[src/rtl/decoder_pkg.sv]
// Shared helpers for the N-to-2^N decoder family: one-hot encode, inactive level, clog2.
package decoder_pkg;

  localparam int MAX_N = 8;
  localparam int MAX_W = 1 << MAX_N;

  typedef logic [MAX_W-1:0] wide_t;

  // Callers truncate the result to 2^n bits; out-of-range indices give all zero.
  function automatic wide_t onehot(input int unsigned idx, input int unsigned n);
    if (idx >= (32'd1 << n)) return '0;
    return wide_t'(1) << idx;
  endfunction

  function automatic logic inactive_level(input int active_low);
    return (active_low != 0);
  endfunction

  function automatic int clog2(input int v);
    int r;
    r = 0;
    while ((1 << r) < v) r++;
    return r;
  endfunction

endpackage

[src/rtl/decoder_nto2n_scan_if.sv]
// Select inputs and strobe outputs of the scanning decoder.
interface decoder_nto2n_scan_if #(parameter int N = 2);

  logic                en;
  logic                mode;
  logic [N-1:0]        w;
  logic [(1<<N)-1:0]   y;
  logic [N-1:0]        sel;
  logic                wrap;

  modport master (output en, mode, w, input y, sel, wrap);
  modport slave  (input en, mode, w, output y, sel, wrap);

endinterface

[src/rtl/decoder_nto2n.sv]
// Combinational active-high N-to-2^N one-hot decoder.
// Latency: 0 cycles. Backpressure: none.
module decoder_nto2n
  import decoder_pkg::*;
#(
  parameter int N = 2
) (
  input  logic [N-1:0]      idx,
  output logic [(1<<N)-1:0] dec
);

  localparam int W = 1 << N;

  assign dec = W'(onehot(32'(idx), N));

endmodule

[src/rtl/decoder_nto2n_scan.sv]
// Registered N-to-2^N strobe decoder with direct and self-scanning modes.
// Latency: 1 cycle from en/mode/w to y/sel/wrap.
// Backpressure: none; outputs are free-running strobes.
module decoder_nto2n_scan
  import decoder_pkg::*;
#(
  parameter int N          = 2,
  parameter int DWELL      = 4,
  parameter int LAST       = (1 << N) - 1,
  parameter int ACTIVE_LOW = 0
) (
  input  logic                   clk,
  input  logic                   rst_n,
  decoder_nto2n_scan_if.slave    bus
);

  localparam int               W         = 1 << N;
  localparam int               DW        = (clog2(DWELL) < 1) ? 1 : clog2(DWELL);
  localparam logic [DW-1:0]    DWELL_MAX = DW'(DWELL - 1);
  localparam logic [N-1:0]     LAST_SEL  = N'(LAST);
  localparam logic             INACTIVE  = inactive_level(ACTIVE_LOW);

  if (N < 1 || N > MAX_N) begin : g_bad_n
    $error("decoder_nto2n_scan: N out of range");
  end
  if (DWELL < 1) begin : g_bad_dwell
    $error("decoder_nto2n_scan: DWELL must be at least 1");
  end
  if (LAST < 0 || LAST > W - 1) begin : g_bad_last
    $error("decoder_nto2n_scan: LAST out of range");
  end

  logic [N-1:0]  sel_q, sel_d;
  logic [DW-1:0] dwell_q, dwell_d;
  logic          wrap_q, wrap_d;
  logic [W-1:0]  y_q;
  logic [W-1:0]  dec;

  always_comb begin
    sel_d   = sel_q;
    dwell_d = dwell_q;
    wrap_d  = 1'b0;
    if (!bus.mode) begin
      sel_d   = bus.w;
      dwell_d = '0;
    end else if (bus.en) begin
      if (dwell_q < DWELL_MAX) begin
        dwell_d = dwell_q + 1'b1;
      end else begin
        dwell_d = '0;
        // Wrap test first so sel never increments past 2^N-1, even when entered above LAST.
        if (sel_q >= LAST_SEL) begin
          sel_d  = '0;
          wrap_d = 1'b1;
        end else begin
          sel_d = sel_q + 1'b1;
        end
      end
    end
  end

  decoder_nto2n #(.N(N)) u_dec (
    .idx (sel_d),
    .dec (dec)
  );

  always_ff @(posedge clk or negedge rst_n) begin
    if (!rst_n) begin
      sel_q   <= '0;
      dwell_q <= '0;
      wrap_q  <= 1'b0;
      y_q     <= {W{INACTIVE}};
    end else begin
      sel_q   <= sel_d;
      dwell_q <= dwell_d;
      wrap_q  <= wrap_d;
      y_q     <= (bus.en ? dec : '0) ^ {W{INACTIVE}};
    end
  end

  assign bus.y    = y_q;
  assign bus.sel  = sel_q;
  assign bus.wrap = wrap_q;

endmodule

[src/flat_wrapper.sv]
// flat-port wrapper written by rule: the top's interface ports become plain ports
module decoder_nto2n_scan_flat import decoder_pkg::*;
#(
  parameter int N          = 2,
  parameter int DWELL      = 4,
  parameter int LAST       = (1 << N) - 1,
  parameter int ACTIVE_LOW = 0
)
  (clk, rst_n, bus_en, bus_mode, bus_w, bus_y, bus_sel, bus_wrap);
  decoder_nto2n_scan_if #(.N(N)) bus_i ();
  input  logic clk;
  input  logic rst_n;
  input wire logic [$bits(bus_i.en)-1:0] bus_en;
  input wire logic [$bits(bus_i.mode)-1:0] bus_mode;
  input wire logic [$bits(bus_i.w)-1:0] bus_w;
  output wire logic [$bits(bus_i.y)-1:0] bus_y;
  output wire logic [$bits(bus_i.sel)-1:0] bus_sel;
  output wire logic [$bits(bus_i.wrap)-1:0] bus_wrap;
  assign bus_i.en = bus_en;
  assign bus_i.mode = bus_mode;
  assign bus_i.w = bus_w;
  assign bus_y = bus_i.y;
  assign bus_sel = bus_i.sel;
  assign bus_wrap = bus_i.wrap;
  decoder_nto2n_scan #(.N(N), .DWELL(DWELL), .LAST(LAST), .ACTIVE_LOW(ACTIVE_LOW)) u_core (.clk(clk), .rst_n(rst_n), .bus(bus_i));
endmodule
[config.mk]
export PLATFORM = sky130hd
export DESIGN_NAME = decoder_nto2n_scan_flat
export DESIGN_NICKNAME = d
export VERILOG_FILES = /design/src/rtl/decoder_pkg.sv /design/src/rtl/decoder_nto2n_scan_if.sv /design/src/rtl/decoder_nto2n.sv /design/src/rtl/decoder_nto2n_scan.sv /design/src/flat_wrapper.sv
export SDC_FILE = /design/constraint.sdc
export NUM_CORES = 1
export LEC_CHECK = 0
export ABC_AREA = 1
export CORE_AREA = 2 2 39 41
export CTS_CLUSTER_SIZE = 40
export DETAILED_ROUTE_END_ITERATION = 16
export DIE_AREA = 0 0 41 43
export DONT_BUFFER_PORTS = 1
export GPL_TIMING_DRIVEN = 0
export HOLD_SLACK_MARGIN = 0.12
export SYNTH_ARGS = -nofsm -noshare
export SYNTH_HDL_FRONTEND = slang
export SYNTH_SLANG_ARGS = --single-unit
[constraint.sdc]
create_clock -name clk -period 1.1 [get_ports clk]
set_input_delay 0.22 -clock clk [delete_from_list [all_inputs] [get_ports clk]]
set_output_delay 0.22 -clock clk [all_outputs]
set_load 0.005 [all_outputs]
# Word-level counts from Yosys, hierarchy flattened
# Index checks and enable logic that the tools add are counted.
# totals
reg_bits	9
elab_cells	22
out_inout_bits	7
in_bits	6
# op_classes
shift	1
addsub	2
mux	12
n_lt_le_gt_ge	2
eq_ne	1
# op_table
cell	count
2-bit two-way mux	7
2-bit by 1-bit adder with 2-bit output, second input constant	2
1-bit two-way mux	4
4-bit two-way mux	1
1-bit by 2-bit << shifter with 4-bit output, first input constant	1
2-bit >= comparator, second input constant	1
2-bit < comparator, second input constant	1
2-bit != test, second input constant	1

# Logic depth before layout (Yosys ltp)
# depth
word_depth	7
ltp_mapped	8
depth_no_buf	8

# By module
# Synthesis repeated with hierarchy kept, for this count alone.
# hier_totals
cells_unflattened	49
hier_area_um2	426.7
# by_module_without_submodules
mod	instances	seq_area_each_um2	area_per_inst_um2	cells_each
decoder_nto2n_scan	1	225.2	400.4	42
decoder_nto2n	1	0.0	26.3	7

# Least setup slack after synthesis
# OpenSTA, ideal clock, no wires.
# synth_path
path_type	reg-to-reg
start	reg u_core.sel_q[0] (netlist: u_core.bus.sel[0])
end	reg u_core.y_q[2] (netlist: u_core.bus.y[2])
path_buffers	0
arrival_time_ps	1113
t_required_ps	985
path_stages_with_launch	7
path_slack_ps	-128
synth_period_minus_slack_ps	1228
cell_sequence	dfrtp_1 ha_1 or2_0 nand2_1 nand2_2 inv_1 nor2_1
# synth_between
elab_chain_len	7
word_cells_on_any_way	8
classes_between	add/sub: 1; order compare: 1; shift: 1; mux: 5
# synth_lines
item	line	text
from (decl)	decoder_nto2n_scan.sv:33	logic [N-1:0] sel_q, sel_d;
from (signal assigned)	decoder_nto2n_scan.sv:74	sel_q <= sel_d;
2-bit by 1-bit adder with 2-bit output / 2-bit >= comparator (equally long branches)	decoder_nto2n_scan.sv:56, decoder_nto2n_scan.sv:52	
2-bit two-way mux (*)	decoder_nto2n_scan.sv:52	if (sel_q >= LAST_SEL) begin
2-bit two-way mux (*)	decoder_nto2n_scan.sv:47	if (dwell_q < DWELL_MAX) begin
2-bit two-way mux (*)	decoder_nto2n_scan.sv:46	end else if (bus.en) begin
2-bit two-way mux (*)	decoder_nto2n_scan.sv:43	if (!bus.mode) begin
net u_core.sel_d[1]	decoder_nto2n_scan.sv:33	
1-bit by 2-bit << shifter with 4-bit output (*)	decoder_pkg.sv:12	return wide_t'(1) << idx;
4-bit two-way mux (*)	decoder_nto2n_scan.sv:77	y_q <= (bus.en ? dec : '0) ^ {W{INACTIVE}};
to (signal assigned)	decoder_nto2n_scan.sv:72	y_q <= {W{INACTIVE}};
to (signal assigned)	decoder_nto2n_scan.sv:77	
to (decl)	decoder_nto2n_scan.sv:36	logic [W-1:0] y_q;
# The timed path passes the listed nets; every way through them passes the cells marked *.
# A chain may end at the register's enable or synchronous reset.

# Worst setup path in the final report
# layout_path
start	reg u_core.sel_q[1] (netlist: u_core.bus.sel[1])
end	reg u_core.y_q[2] (netlist: u_core.bus.y[2])
# layout_between
elab_chain_len	7
word_cells_on_any_way	8
classes_between	add/sub: 1; order compare: 1; shift: 1; mux: 5
# layout_lines
item	line
2-bit by 1-bit adder with 2-bit output / 2-bit >= comparator (equally long branches)	decoder_nto2n_scan.sv:56, decoder_nto2n_scan.sv:52
2-bit two-way mux	decoder_nto2n_scan.sv:52
2-bit two-way mux	decoder_nto2n_scan.sv:47
2-bit two-way mux (*)	decoder_nto2n_scan.sv:46
2-bit two-way mux (*)	decoder_nto2n_scan.sv:43
net u_core.sel_d[1]	decoder_nto2n_scan.sv:33
1-bit by 2-bit << shifter with 4-bit output (*)	decoder_pkg.sv:12
4-bit two-way mux (*)	decoder_nto2n_scan.sv:77
# Marked as above.

==> flow_metrics.tcl <==
set metrics [dict create \
    static-leakage-power_nw 0.252 \
    die_w_um 41 \
    arrival_ns 1.41 \
    dp_hpwl_um 588 \
    via_count 307 \
    synth_area_per_cell_um2 8.79 \
    p_total_w 0.000874 \
    synth_cell_types 11 \
    synth_top_area_share_pct 57.0 \
    grtUsageTotal_pct 11.7 \
    htreeDepth 1 \
    gp_congestion 0.680 \
    pwr-share-clk_pct 29.1 \
    fin_util_pct 37.0 \
    violations "negative setup slack" \
    syn-num-nets 53 \
    cp_max_fo 4 \
    p_per_area_nw_per_um2 1710 \
    area_delta_synth_final_pct 29.4 \
    drive_gt1_share_pct 29.6 \
    avgRoutedWirePerCell_um 11.5 \
    hold_class "in2reg" \
    p_seq_share_pct 48.2 \
    cts_tree "done" \
    p_comb_share_pct 22.7 \
    ys_ff_latch 9 \
    synthCells 45 \
    crit_chain "ha_4 > or2_0 > nand2_1 > nand2_2 > inv_2 > nor2_1" \
    yosysWarnings 0 \
    worst_pin_slew_ns 0.421 \
    path_buf_inv 1 \
    startpoint_type "flop" \
    final_antenna_net_count 0 \
    critical_path_class "reg2reg" \
    ioPinCount 13 \
    initial_utilization_pct 28.6 \
    fp.coreArea_um2 1380 \
    hold_path_depth 2 \
    mostFrequentLayoutCells "nor2_1, nand2_1, dfrtp_1" \
    overflow 0 \
    viasPerCell 4.39 \
    worst-endpoint-required_ns 1.25 \
    crit_path_end_kind "flop" \
    drv_slew 0 \
    insertedDiodeCount 0 \
    switching_power_w 0.000244 \
    antenna_found_initial 0 \
    synth_area_um2 395 \
    min_to "u_core.dwell_q[1]" \
    synth_area_leader_cell "dfrtp_1" \
    port-buffer-count 0 \
    drt-total-wl_um 806 \
    grt_pass1_wl_mm 1.29 \
    root_buffer "clkbuf_4" \
    drv_cap 0 \
    final_common_cell "nor2_1" \
    rows 14 \
    die_y_um 43 \
    p_sw_share_pct 27.9 \
    ir_drop_v 0.000481 \
    r2r-start "u_core.bus.sel[1]" \
    die_area_um2 1760 \
    cts_buffers 3 \
    grt_start_max_net_pins 10 \
    synth-seq-area-share_pct 57.0 \
    path_clk_slew_ns 0.06 \
    p_int_w 0.000630 \
    grt_pass1_vias 292 \
    setup_ws_ns -0.157 \
    fin_skew_ns 0.000840 \
    dr.pass1.iters 3 \
    drt_iter0_drc 8 \
    period_minus_slack_ns 1.26 \
    crit_family "flip-flops" \
    drt_drc_violations_left 0 \
    max_stage_delay_ns 0.44 \
    clockBufferDepth 2 \
    final_hold_viol_count 0 \
    period_share_pct 114 \
    clk-insertion-delay-late_ns 0.26 \
    fmax_mhz 796 \
    finalSetupViolations 5 \
    fill_cells 143 \
    nNetsFinal 63 \
    slew_headroom_pct 71.9 \
    hold_start "bus_en" \
    yosys-top-cells-area "dfrtp_1, nor2_1, nand2_1, inv_1, ha_1" \
    status "finished with violations" \
    rsz0062_at_grt "true" \
    cts_sinks 9 \
    worst-r2r-setup-slack_ns -0.16 \
    reg2reg_depth 6 \
    rr_endpoint "u_core.bus.y[2]" \
    critPathSlowestCell "dfrtp_2" \
]
[cell usage after synthesis]
master and number:
nand3_1 3, or2_2 1, nand2_2 2, a21oi_1 2, ha_1 2, nand2_1 8, nor2_1 9, inv_1 7
or2_0 1, o21ai_0 1, dfrtp_1 9
[stage by stage]
| stage | setup WS (ns) | TNS (ns) | cell area [um2] | std cells | hold WS, ns |
|---|---|---|---|---|---|
| 6_report | -0.157 | -0.618 | 512 | 70 | 0.118 |
| 5_1_grt | -0.234 | -1.05 | 512 | 70 | 0.125 |
| 4_1_cts | -0.189 | -0.778 | 472 | 68 | 0.102 |
| 3_5_place_dp | -0.171 | -0.701 | 415 | 61 | -0.0754 |
| 3_3_place_gp | -0.157 | -0.607 | 415 | 61 | -0.0754 |
| 2_1_floorplan | -0.0805 | -0.229 | 395 | 45 | -0.0756 |
[power groups by stage]
| stage | sequential [W] | clock (W) | combinational (W) |
|---|---|---|---|
| after CTS | 0.000415 | 0.000261 | 0.000163 |
| final | 0.000421 | 0.000254 | 0.000199 |
| after detailed placement | 0.000426 | 0 | 0.000119 |
| after global routing | 0.000428 | 0.000283 | 0.000232 |
| after global placement | 0.000423 | 0 | 0.000115 |
| after floorplan | 0.000414 | 0 | 0.0000993 |
[per-layer routing]
layer	share of wire (%)	wire, um	vias up	global-route usage, %
li1	-	-	154	-
met3	4.2	34	2	5.24
met1	41	329	143	12.6
met4	1.4	11	0	6.00
met5	0	0	-	0
met2	53	430	8	18.1
[worst max path at each step]
stage                                 start               to  slack (ns)  depth (start not counted)
after global placement    u_core.bus.sel[1]  u_core.bus.y[3]       -0.16                          6
after detailed placement  u_core.bus.sel[1]  u_core.bus.y[2]       -0.17                          6
after CTS                 u_core.bus.sel[0]  u_core.bus.y[2]       -0.19                          6
final                     u_core.bus.sel[1]  u_core.bus.y[2]       -0.16                          6
after global routing      u_core.bus.sel[1]  u_core.bus.y[3]       -0.23                          6
after floorplan           u_core.bus.sel[1]  u_core.bus.y[3]       -0.08                          6
[logic make-up (layout without fill, tap and decap cells)]
logic type | after synthesis | count (layout) | synth area share, %
simple gates | 24 | 24 | 26.3
compound gates | 3 | 3 | 3.80
buf+inv | 7 | 16 | 6.65
flops | 9 | 9 | 57.0
fa+ha+maj | 2 | 2 | 6.33
[flip-flops by register name, summed over array words and instances, names as in the netlist]
register and count:
u_core.bus.sel 2, u_core.bus.wrap 1, u_core.bus.y 4, u_core.dwell_q 2
[repair_timing]
| action | CTS | global route |
|---|---|---|
| gates resized for setup | 1 | 6 |
| buffers inserted | 1 | 1 |
| hold endpoints to repair | 13 | 2 |
| hold buffers | 2 | 1 |
| pin swaps | 2 | 5 |
| endpoints found under the setup margin | 6 | 6 |
[final cells by class]
| type | count | area, um2 | share of cell area [%] |
|---|---|---|---|
| Clock buffer | 4 | 26.3 | 5.13 |
| Sequential cell | 9 | 228 | 44.5 |
| Timing Repair Buffer | 5 | 45.0 | 8.80 |
| Inverter | 7 | 26.3 | 5.13 |
| Tap cell | 16 | 20.0 | 3.91 |
| Multi-Input combinational cell | 29 | 166 | 32.5 |
No activity file was read; power rests on OpenSTA's default activity.
